--- config.mk ---
export PLATFORM = sky130hd
export DESIGN_NAME = dsp_mac_pipe
export DESIGN_NICKNAME = d
export VERILOG_FILES = /design/src/rtl/qlf_dsp_pkg.sv /design/src/rtl/dsp_mac_round_sat.sv /design/src/rtl/dsp_mac_pipe.sv
export SDC_FILE = /design/constraint.sdc
export NUM_CORES = 2
export LEC_CHECK = 0
export ABC_AREA = 0
export CAP_MARGIN = 20
export CORE_ASPECT_RATIO = 1.4
export CORE_MARGIN = 2
export CORE_UTILIZATION = 54
export DETAILED_ROUTE_END_ITERATION = 10
export PLACE_DENSITY = 0.71
export SETUP_SLACK_MARGIN = 0.05
export SLEW_MARGIN = 20
export SYNTH_ARGS = -nofsm -noshare
export SYNTH_HDL_FRONTEND = slang
export SYNTH_HIERARCHICAL = 1
export SYNTH_SLANG_ARGS = --single-unit
--- constraint.sdc ---
create_clock -name clock_i -period 8.8 [get_ports clock_i]
set_input_delay 1.32 -clock clock_i [delete_from_list [all_inputs] [get_ports clock_i]]
set_output_delay 1.32 -clock clock_i [all_outputs]
set_load 0.02 [all_outputs]
--- src/rtl/qlf_dsp_pkg.sv ---
// -----------------------------------------------------------------------------
// qlf_dsp_pkg
// Shared definitions for the qlf_k6n10f DSP behavioural models.
//   - SHIFT_W / PIPE_STAGES_MAX / SAT_CALC_W : width and range limits
//   - mac_ctrl_t      : per-sample control bundle carried down the MAC pipeline
//   - mac_latency()   : edges from an accepted sample to its result
//   - min_acc_width() : smallest accumulator that holds one full product
//   - sat_max_val() / sat_min_val() : signed range limits for a given width
// -----------------------------------------------------------------------------
package qlf_dsp_pkg;

    localparam int SHIFT_W         = 6;
    localparam int PIPE_STAGES_MAX = 2;
    // Working width for saturation compares; any ACC_WIDTH+1 up to this fits.
    localparam int SAT_CALC_W      = 128;

    typedef struct packed {
        logic               valid;
        logic               acc_en;
        logic               acc_clr;
        logic [SHIFT_W-1:0] shift;
        logic               round;
        logic               saturate;
    } mac_ctrl_t;

    function automatic int mac_latency(input int register_inputs, input int pipe_stages);
        return register_inputs + pipe_stages + 2;
    endfunction

    function automatic int min_acc_width(input int a_width, input int b_width);
        return a_width + b_width + 1;
    endfunction

    // Largest signed value representable in w bits: 2^(w-1)-1.
    function automatic logic signed [SAT_CALC_W-1:0] sat_max_val(input int unsigned w);
        logic signed [SAT_CALC_W-1:0] v;
        v        = '0;
        v[w-1]   = 1'b1;
        return v - 1;
    endfunction

    // Smallest signed value representable in w bits: -2^(w-1).
    function automatic logic signed [SAT_CALC_W-1:0] sat_min_val(input int unsigned w);
        logic signed [SAT_CALC_W-1:0] v;
        v = '1;
        return v << (w - 1);
    endfunction

endpackage

--- src/rtl/dsp_mac_round_sat.sv ---
// -----------------------------------------------------------------------------
// dsp_mac_round_sat
// Combinational output conditioning for the MAC: optional round half-up,
// arithmetic right shift, then saturate or truncate to OUT_WIDTH.
//   acc      in  ACC_WIDTH  signed accumulator value
//   shift    in  SHIFT_W    arithmetic right shift amount
//   round    in  1          add 2^(shift-1) before shifting (ignored for shift 0)
//   saturate in  1          clip to signed OUT_WIDTH range instead of truncating
//   z        out OUT_WIDTH  conditioned result
//   sat      out 1          result was clipped
// -----------------------------------------------------------------------------
module dsp_mac_round_sat
    import qlf_dsp_pkg::*;
#(
    parameter int ACC_WIDTH = 40,
    parameter int OUT_WIDTH = 38
) (
    input  logic signed [ACC_WIDTH-1:0] acc,
    input  logic        [SHIFT_W-1:0]   shift,
    input  logic                        round,
    input  logic                        saturate,
    output logic        [OUT_WIDTH-1:0] z,
    output logic                        sat
);

    localparam logic signed [SAT_CALC_W-1:0] Q_MAX = sat_max_val(OUT_WIDTH);
    localparam logic signed [SAT_CALC_W-1:0] Q_MIN = sat_min_val(OUT_WIDTH);

    logic        [ACC_WIDTH:0]    rnd_add;
    logic signed [ACC_WIDTH:0]    r;
    logic signed [ACC_WIDTH:0]    q;
    logic signed [SAT_CALC_W-1:0] q_w;

    // NOTE: every output of this block gets a default first, so no path leaves
    // a value unassigned and no latch is inferred.
    always_comb begin
        rnd_add = '0;
        // A rounding bit beyond ACC_WIDTH+1 shifts out to zero, which keeps the
        // sum in ACC_WIDTH+1-bit modular arithmetic for very large shifts.
        if (round && shift != '0) begin
            rnd_add = {{ACC_WIDTH{1'b0}}, 1'b1} << (shift - 6'd1);
        end
        r   = (ACC_WIDTH+1)'(acc) + $signed(rnd_add);
        q   = r >>> shift;
        q_w = SAT_CALC_W'(q);
        z   = q[OUT_WIDTH-1:0];
        sat = 1'b0;
        if (saturate) begin
            if (q_w > Q_MAX) begin
                z   = Q_MAX[OUT_WIDTH-1:0];
                sat = 1'b1;
            end else if (q_w < Q_MIN) begin
                z   = Q_MIN[OUT_WIDTH-1:0];
                sat = 1'b1;
            end
        end
    end

endmodule

--- src/rtl/dsp_mac_pipe.sv ---
// -----------------------------------------------------------------------------
// dsp_mac_pipe
// Pipelined signed/unsigned multiply-accumulate with rounding shift and
// optional saturation. Latency REGISTER_INPUTS + PIPE_STAGES + 2, one sample
// per clock, no backpressure.
//   clock_i        in  1          rising-edge clock
//   reset_i        in  1          asynchronous active-high reset
//   valid_i        in  1          sample qualifier
//   a_i / b_i      in  A/B_WIDTH  operands
//   unsigned_a_i/b in  1          operand is unsigned
//   acc_en_i       in  1          add product to running accumulator
//   acc_clr_i      in  1          restart accumulator with this product
//   shift_right_i  in  6          arithmetic right shift at output
//   round_i        in  1          round half-up before the shift
//   saturate_i     in  1          clip to signed OUT_WIDTH range
//   valid_o        out 1          z_o carries a new result
//   z_o            out OUT_WIDTH  result
//   overflow_o     out 1          sticky accumulator overflow
//   sat_o          out 1          this result was clipped
// -----------------------------------------------------------------------------
module dsp_mac_pipe
    import qlf_dsp_pkg::*;
#(
    parameter int A_WIDTH         = 20,
    parameter int B_WIDTH         = 18,
    parameter int ACC_WIDTH       = 40,
    parameter int OUT_WIDTH       = 38,
    parameter int REGISTER_INPUTS = 1,
    parameter int PIPE_STAGES     = 0
) (
    input  logic                 clock_i,
    input  logic                 reset_i,
    input  logic                 valid_i,
    input  logic [A_WIDTH-1:0]   a_i,
    input  logic [B_WIDTH-1:0]   b_i,
    input  logic                 unsigned_a_i,
    input  logic                 unsigned_b_i,
    input  logic                 acc_en_i,
    input  logic                 acc_clr_i,
    input  logic [SHIFT_W-1:0]   shift_right_i,
    input  logic                 round_i,
    input  logic                 saturate_i,
    output logic                 valid_o,
    output logic [OUT_WIDTH-1:0] z_o,
    output logic                 overflow_o,
    output logic                 sat_o
);

    localparam int PROD_W = A_WIDTH + B_WIDTH + 2;

    // ---------------------------------------------------------------- checks
    if (ACC_WIDTH < min_acc_width(A_WIDTH, B_WIDTH)) begin : g_chk_acc
        $error("dsp_mac_pipe: ACC_WIDTH must be >= A_WIDTH+B_WIDTH+1");
    end
    if (OUT_WIDTH > ACC_WIDTH || OUT_WIDTH < 1) begin : g_chk_out
        $error("dsp_mac_pipe: OUT_WIDTH must be in 1..ACC_WIDTH");
    end
    if (PIPE_STAGES < 0 || PIPE_STAGES > PIPE_STAGES_MAX) begin : g_chk_pipe
        $error("dsp_mac_pipe: PIPE_STAGES must be in 0..2");
    end
    if (REGISTER_INPUTS < 0 ||
        mac_latency(REGISTER_INPUTS, PIPE_STAGES) > mac_latency(1, PIPE_STAGES)) begin : g_chk_reg
        $error("dsp_mac_pipe: REGISTER_INPUTS must be 0 or 1");
    end
    if (ACC_WIDTH + 1 > SAT_CALC_W) begin : g_chk_sat
        $error("dsp_mac_pipe: ACC_WIDTH too wide for saturation compare");
    end

    // ----------------------------------------------------------- input stage
    mac_ctrl_t          in_ctrl;
    mac_ctrl_t          s0_ctrl;
    logic [A_WIDTH-1:0] s0_a;
    logic [B_WIDTH-1:0] s0_b;
    logic               s0_ua;
    logic               s0_ub;

    assign in_ctrl = '{valid:    valid_i,
                       acc_en:   acc_en_i,
                       acc_clr:  acc_clr_i,
                       shift:    shift_right_i,
                       round:    round_i,
                       saturate: saturate_i};

    if (REGISTER_INPUTS != 0) begin : g_in_reg
        always_ff @(posedge clock_i or posedge reset_i) begin
            if (reset_i) begin
                s0_ctrl <= '0;
                s0_a    <= '0;
                s0_b    <= '0;
                s0_ua   <= 1'b0;
                s0_ub   <= 1'b0;
            end else begin
                s0_ctrl <= in_ctrl;
                s0_a    <= a_i;
                s0_b    <= b_i;
                s0_ua   <= unsigned_a_i;
                s0_ub   <= unsigned_b_i;
            end
        end
    end else begin : g_in_bypass
        assign s0_ctrl = in_ctrl;
        assign s0_a    = a_i;
        assign s0_b    = b_i;
        assign s0_ua   = unsigned_a_i;
        assign s0_ub   = unsigned_b_i;
    end

    // ------------------------------------------------------------ multiplier
    // One extra bit per operand lets both signed and unsigned values be
    // multiplied as signed numbers.
    logic signed [A_WIDTH:0]     a_ext;
    logic signed [B_WIDTH:0]     b_ext;
    logic signed [PROD_W-1:0]    prod;
    logic signed [ACC_WIDTH-1:0] prod_acc;

    assign a_ext    = {~s0_ua & s0_a[A_WIDTH-1], s0_a};
    assign b_ext    = {~s0_ub & s0_b[B_WIDTH-1], s0_b};
    assign prod     = PROD_W'(a_ext) * PROD_W'(b_ext);
    assign prod_acc = ACC_WIDTH'(prod);

    // --------------------------------------------------- product pipe stages
    logic signed [ACC_WIDTH-1:0] acc_p;
    mac_ctrl_t                   acc_c;

    if (PIPE_STAGES == 0) begin : g_no_pipe
        assign acc_p = prod_acc;
        assign acc_c = s0_ctrl;
    end else begin : g_pipe
        logic signed [ACC_WIDTH-1:0] pp_q [PIPE_STAGES];
        mac_ctrl_t                   pc_q [PIPE_STAGES];

        // NOTE: these stage arrays are plain flops, not RAM, so they take the
        // async reset; a stale valid bit must never survive reset.
        always_ff @(posedge clock_i or posedge reset_i) begin
            if (reset_i) begin
                for (int k = 0; k < PIPE_STAGES; k++) begin
                    pp_q[k] <= '0;
                    pc_q[k] <= '0;
                end
            end else begin
                pp_q[0] <= prod_acc;
                pc_q[0] <= s0_ctrl;
                for (int k = 1; k < PIPE_STAGES; k++) begin
                    pp_q[k] <= pp_q[k-1];
                    pc_q[k] <= pc_q[k-1];
                end
            end
        end

        assign acc_p = pp_q[PIPE_STAGES-1];
        assign acc_c = pc_q[PIPE_STAGES-1];
    end

    // ----------------------------------------------------- accumulator stage
    logic signed [ACC_WIDTH-1:0] acc_q;
    logic signed [ACC_WIDTH-1:0] acc_sum;
    logic                        add_ovf;
    logic                        acc_ovf_q;
    logic                        acc_valid_q;
    logic [SHIFT_W-1:0]          acc_shift_q;
    logic                        acc_round_q;
    logic                        acc_sat_q;

    assign acc_sum = acc_q + acc_p;
    // Signed overflow: like-signed operands producing an opposite-signed sum.
    assign add_ovf = (acc_q[ACC_WIDTH-1] == acc_p[ACC_WIDTH-1]) &&
                     (acc_sum[ACC_WIDTH-1] != acc_q[ACC_WIDTH-1]);

    // NOTE: non-blocking assignments here mean acc_sum always sees the
    // pre-edge acc_q, giving single-cycle feedback with no ordering hazard.
    always_ff @(posedge clock_i or posedge reset_i) begin
        if (reset_i) begin
            acc_q       <= '0;
            acc_ovf_q   <= 1'b0;
            acc_valid_q <= 1'b0;
            acc_shift_q <= '0;
            acc_round_q <= 1'b0;
            acc_sat_q   <= 1'b0;
        end else begin
            acc_valid_q <= acc_c.valid;
            acc_shift_q <= acc_c.shift;
            acc_round_q <= acc_c.round;
            acc_sat_q   <= acc_c.saturate;
            if (acc_c.valid) begin
                if (acc_c.acc_en && !acc_c.acc_clr) begin
                    acc_q     <= acc_sum;
                    acc_ovf_q <= acc_ovf_q | add_ovf;
                end else begin
                    acc_q     <= acc_p;
                    acc_ovf_q <= 1'b0;
                end
            end
        end
    end

    // ---------------------------------------------------------- output stage
    logic [OUT_WIDTH-1:0] rs_z;
    logic                 rs_sat;
    logic                 valid_q;
    logic [OUT_WIDTH-1:0] z_q;
    logic                 ovf_q;
    logic                 sat_q;

    dsp_mac_round_sat #(
        .ACC_WIDTH (ACC_WIDTH),
        .OUT_WIDTH (OUT_WIDTH)
    ) u_round_sat (
        .acc      (acc_q),
        .shift    (acc_shift_q),
        .round    (acc_round_q),
        .saturate (acc_sat_q),
        .z        (rs_z),
        .sat      (rs_sat)
    );

    // The overflow flag is re-registered here so it changes in the same cycle
    // as the result it belongs to.
    always_ff @(posedge clock_i or posedge reset_i) begin
        if (reset_i) begin
            valid_q <= 1'b0;
            z_q     <= '0;
            ovf_q   <= 1'b0;
            sat_q   <= 1'b0;
        end else begin
            valid_q <= acc_valid_q;
            if (acc_valid_q) begin
                z_q   <= rs_z;
                ovf_q <= acc_ovf_q;
                sat_q <= rs_sat;
            end
        end
    end

    assign valid_o    = valid_q;
    assign z_o        = z_q;
    assign overflow_o = ovf_q;
    assign sat_o      = sat_q;

endmodule

==> flow_metrics.env <==
export IMPL_cp_max_fo=8
export IMPL_h_tree_depth=4
export IMPL_use_met1_pct=37.8
export IMPL_fp_dieH_um=279
export IMPL_min_to="acc_shift_q[1]"
export IMPL_hold_violations=0
export IMPL_hold_class="register to register"
export IMPL_tightest_slew_ns=1.09
export IMPL_vias=26800
export IMPL_async_reset_ff_share_pct=100
export IMPL_die_area_um2=55900
export IMPL_setup_viol=0
export IMPL_cts_buffer_depth=2
export IMPL_finalNetCount=4203
export IMPL_period_share_pct=97.0
export IMPL_cts_buffers=17
export IMPL_post_route_util_pct=61.1
export IMPL_synth_edf_count=0
export IMPL_root_buffer="clkbuf_16"
export IMPL_fin_crit_ns=8.54
export IMPL_crit_required_ns=9.14
export IMPL_hold_slack_ns=0.348
export IMPL_critPathMaxStageDelay_ns=0.58
export IMPL_drc=0
export IMPL_grt_pass1_vias=28100
export IMPL_setup_tns_ns=0
export IMPL_fillers=4709
export IMPL_synth_area_leaders="fa_1, dfrtp_1, ha_1"
export IMPL_post_synth_top_count_cell="inv_1"
export IMPL_yosysTopAreaCell="fa_1"
export IMPL_min_from="acc_c[3]"
export IMPL_met3_usage_pct=5.21
export IMPL_cts_reportedPaths_clkPinSlew_ns=0.08
export IMPL_cpMaxStageDelayCell="fa_2"
export IMPL_cts_hold_buf=0
export IMPL_slew_headroom_pct=27.2
export IMPL_antennaDiodeCount=0
export IMPL_track_usage_pct=37.3
export IMPL_port_buffers=93
export IMPL_reg2reg_slack_ns=0.26
export IMPL_cts_sinks=142
export IMPL_place_congestion=0.994
export IMPL_yosys_top_cells_count="inv_1, fa_1, nand2_1"
export IMPL_totalWireLength_um=104000
export IMPL_wire_per_inst_um=24.4
export IMPL_cpMostUsedCell="fa_1"
export IMPL_io_pins=94
export IMPL_worstRegToRegCells=32
export IMPL_postRouteAntennaNets=0
export IMPL_dp_cells=4218
export IMPL_synth_cells=3442
export IMPL_layout_cells_non_filler=4276
export IMPL_grt_pass1_wl_um=160000
export IMPL_cp_data_arrival_time_ns=8.88
export IMPL_cpLargestDelayFamily="adder cells"
export IMPL_grtUsageMet2_pct=69.8
export IMPL_grt_max_degree=89
export IMPL_drv_cap=0
export IMPL_synth_top_area_share_pct=27.8
export IMPL_timing_fmax_mhz=117
export IMPL_rows=100
export IMPL_holdPathStages=0
export IMPL_critPathLaunchType="register"
export IMPL_synth_cell_type_count=108
export IMPL_slew_viol_final=0
export IMPL_endpoint_kind="register"
export IMPL_synth_seq_cells=142
export IMPL_final_layout_size_suffix_gt1_share_pct=11.7
export IMPL_criticalPathCategory="register to register"
export IMPL_rr_startpoint="s0_b[3]"
export IMPL_cts_tree="yes"
export IMPL_status="finished, final reports clean"
export IMPL_timing_rr_end="acc_q[39]"
export IMPL_areaGrowthSynthToFinish_pct=11.7
export IMPL_yosysSeqAreaShare_pct=12.2
export IMPL_vias_per_cell=6.26
export IMPL_drt_iter0_markers=1940
export IMPL_synth_area_um2=29100
export IMPL_skew_ns=0.0228
export IMPL_rsz0062_at_grt="true"
export IMPL_die_w_um=200
export IMPL_clkLatencyLatePin_ns=0.48
export IMPL_worst_path_buf_inv=5
export IMPL_synth_fp_nets=4096
export IMPL_yosys_warnings=6
export IMPL_post_dp_hpwl_um=83700
export IMPL_start_util_pct=54.7
export IMPL_grt_overflow_total=0
export IMPL_antenna_found_initial=1
export IMPL_synthFlopType="dfrtp_1"
export IMPL_busiest_layer="met2"
export IMPL_core_area_um2=53300
export IMPL_avgSynthCellArea_um2=8.47
export IMPL_first_pass_iters=8
==> area by class of cell <==
class                   instances  area, um^2  share of cell area (%)
multi-input cells            2635       23300                    71.5
clock buffers                  18         439                    1.35
inverters                     470        1770                    5.44
well taps                     714         893                    2.74
repair buffers                283        2420                    7.43
flip-flops and latches        142        3590                    11.0
clock inverters                14         164                   0.503
==> state kept, by name (all words and copies together) (netlist names) <==
| register | cells |
|---|---|
| acc_q | 40 |
| z_o | 38 |
| s0_a | 20 |
| s0_b | 18 |
| acc_c | 11 |
| acc_shift_q | 6 |
| acc_ovf_q | 1 |
| acc_round_q | 1 |
| acc_sat_q | 1 |
| acc_valid_q | 1 |
| overflow_o | 1 |
| s0_ua | 1 |
| s0_ub | 1 |
| sat_o | 1 |
| valid_o | 1 |
==> layout by cell type (no fill, tap or decap), drive strengths merged, types with 15 or more instances in the layout <==
cell	count
and3	21
a221oi	16
inv	475
o21a	31
a31oi	23
nor3	80
a211oi	42
o22ai	16
nand3	36
a21oi	200
mux2	53
xor2	33
clkdlybuf4s50	93
buf	190
nor4	21
o2111ai	15
dfrtp	142
nand4	38
o21ai	145
mux2i	33
nor2	213
xnor2	67
clkbuf	18
fa	405
nand2b	18
o211ai	22
ha	196
o31ai	17
nand2	399
a21o	56
and2	191
==> worst reg2reg max path, delay by kind of cell, from the launching register on <==
| family | cells | cell delay [ns] |
|---|---|---|
| adders and majority gates | 9 | 4.01 |
| AOI/OAI and AO/OA | 11 | 2.21 |
| buffers and inverters | 5 | 0.64 |
| and+or+nand+nor | 5 | 0.60 |
| DFF | 1 | 0.53 |
| xor gates and xnor gates | 1 | 0.25 |
| muxes | 1 | 0.15 |
==> timing repair <==
item / in CTS / in global routing
setup buffers: 0 / 26
resized for setup: 8 / 73
endpoints found under the setup margin: 6 / 17
pin swaps: 0 / 25
==> cell families after synthesis <==
group,count (synthesis),share of synthesized area [%]
flops,142,12.2
simple gates,1090,18.2
compound gates,752,17.8
xor+xnor,100,3.03
buf+inv,665,8.88
mux,92,3.66
fa+ha+maj,601,36.2
==> per-stage QoR <==
step	area, um^2	worst slack (ns)
floorplan	29100	0.327
global placement	31400	-0.0781
detailed placement	31400	-0.316
CTS	32000	0.0517
global route	32600	-0.00905
finish	32600	0.264
==> per-layer routing <==
layer	share of wire (%)	wire [um]
met2	53	54900
met5	0.012	12
met4	8.9	9220
met1	33	34500
met3	5.3	5560
==> worst max-delay path by stage <==
| stage | from | to | slack [ns] | cells past startpoint |
|---|---|---|---|---|
| floorplan | s0_a[14] | acc_ovf_q | 0.33 | 34 |
| global placement | s0_b[2] | acc_q[39] | -0.08 | 33 |
| detailed placement | s0_b[2] | acc_q[39] | -0.32 | 33 |
| CTS | s0_a[6] | acc_q[38] | 0.05 | 31 |
| global route | s0_b[2] | acc_q[39] | -0.009 | 35 |
| finish | s0_b[3] | acc_q[39] | 0.26 | 32 |
Power is not shown: default switching activity piles up to over one toggle a cycle in this logic, so the estimate is an artifact.
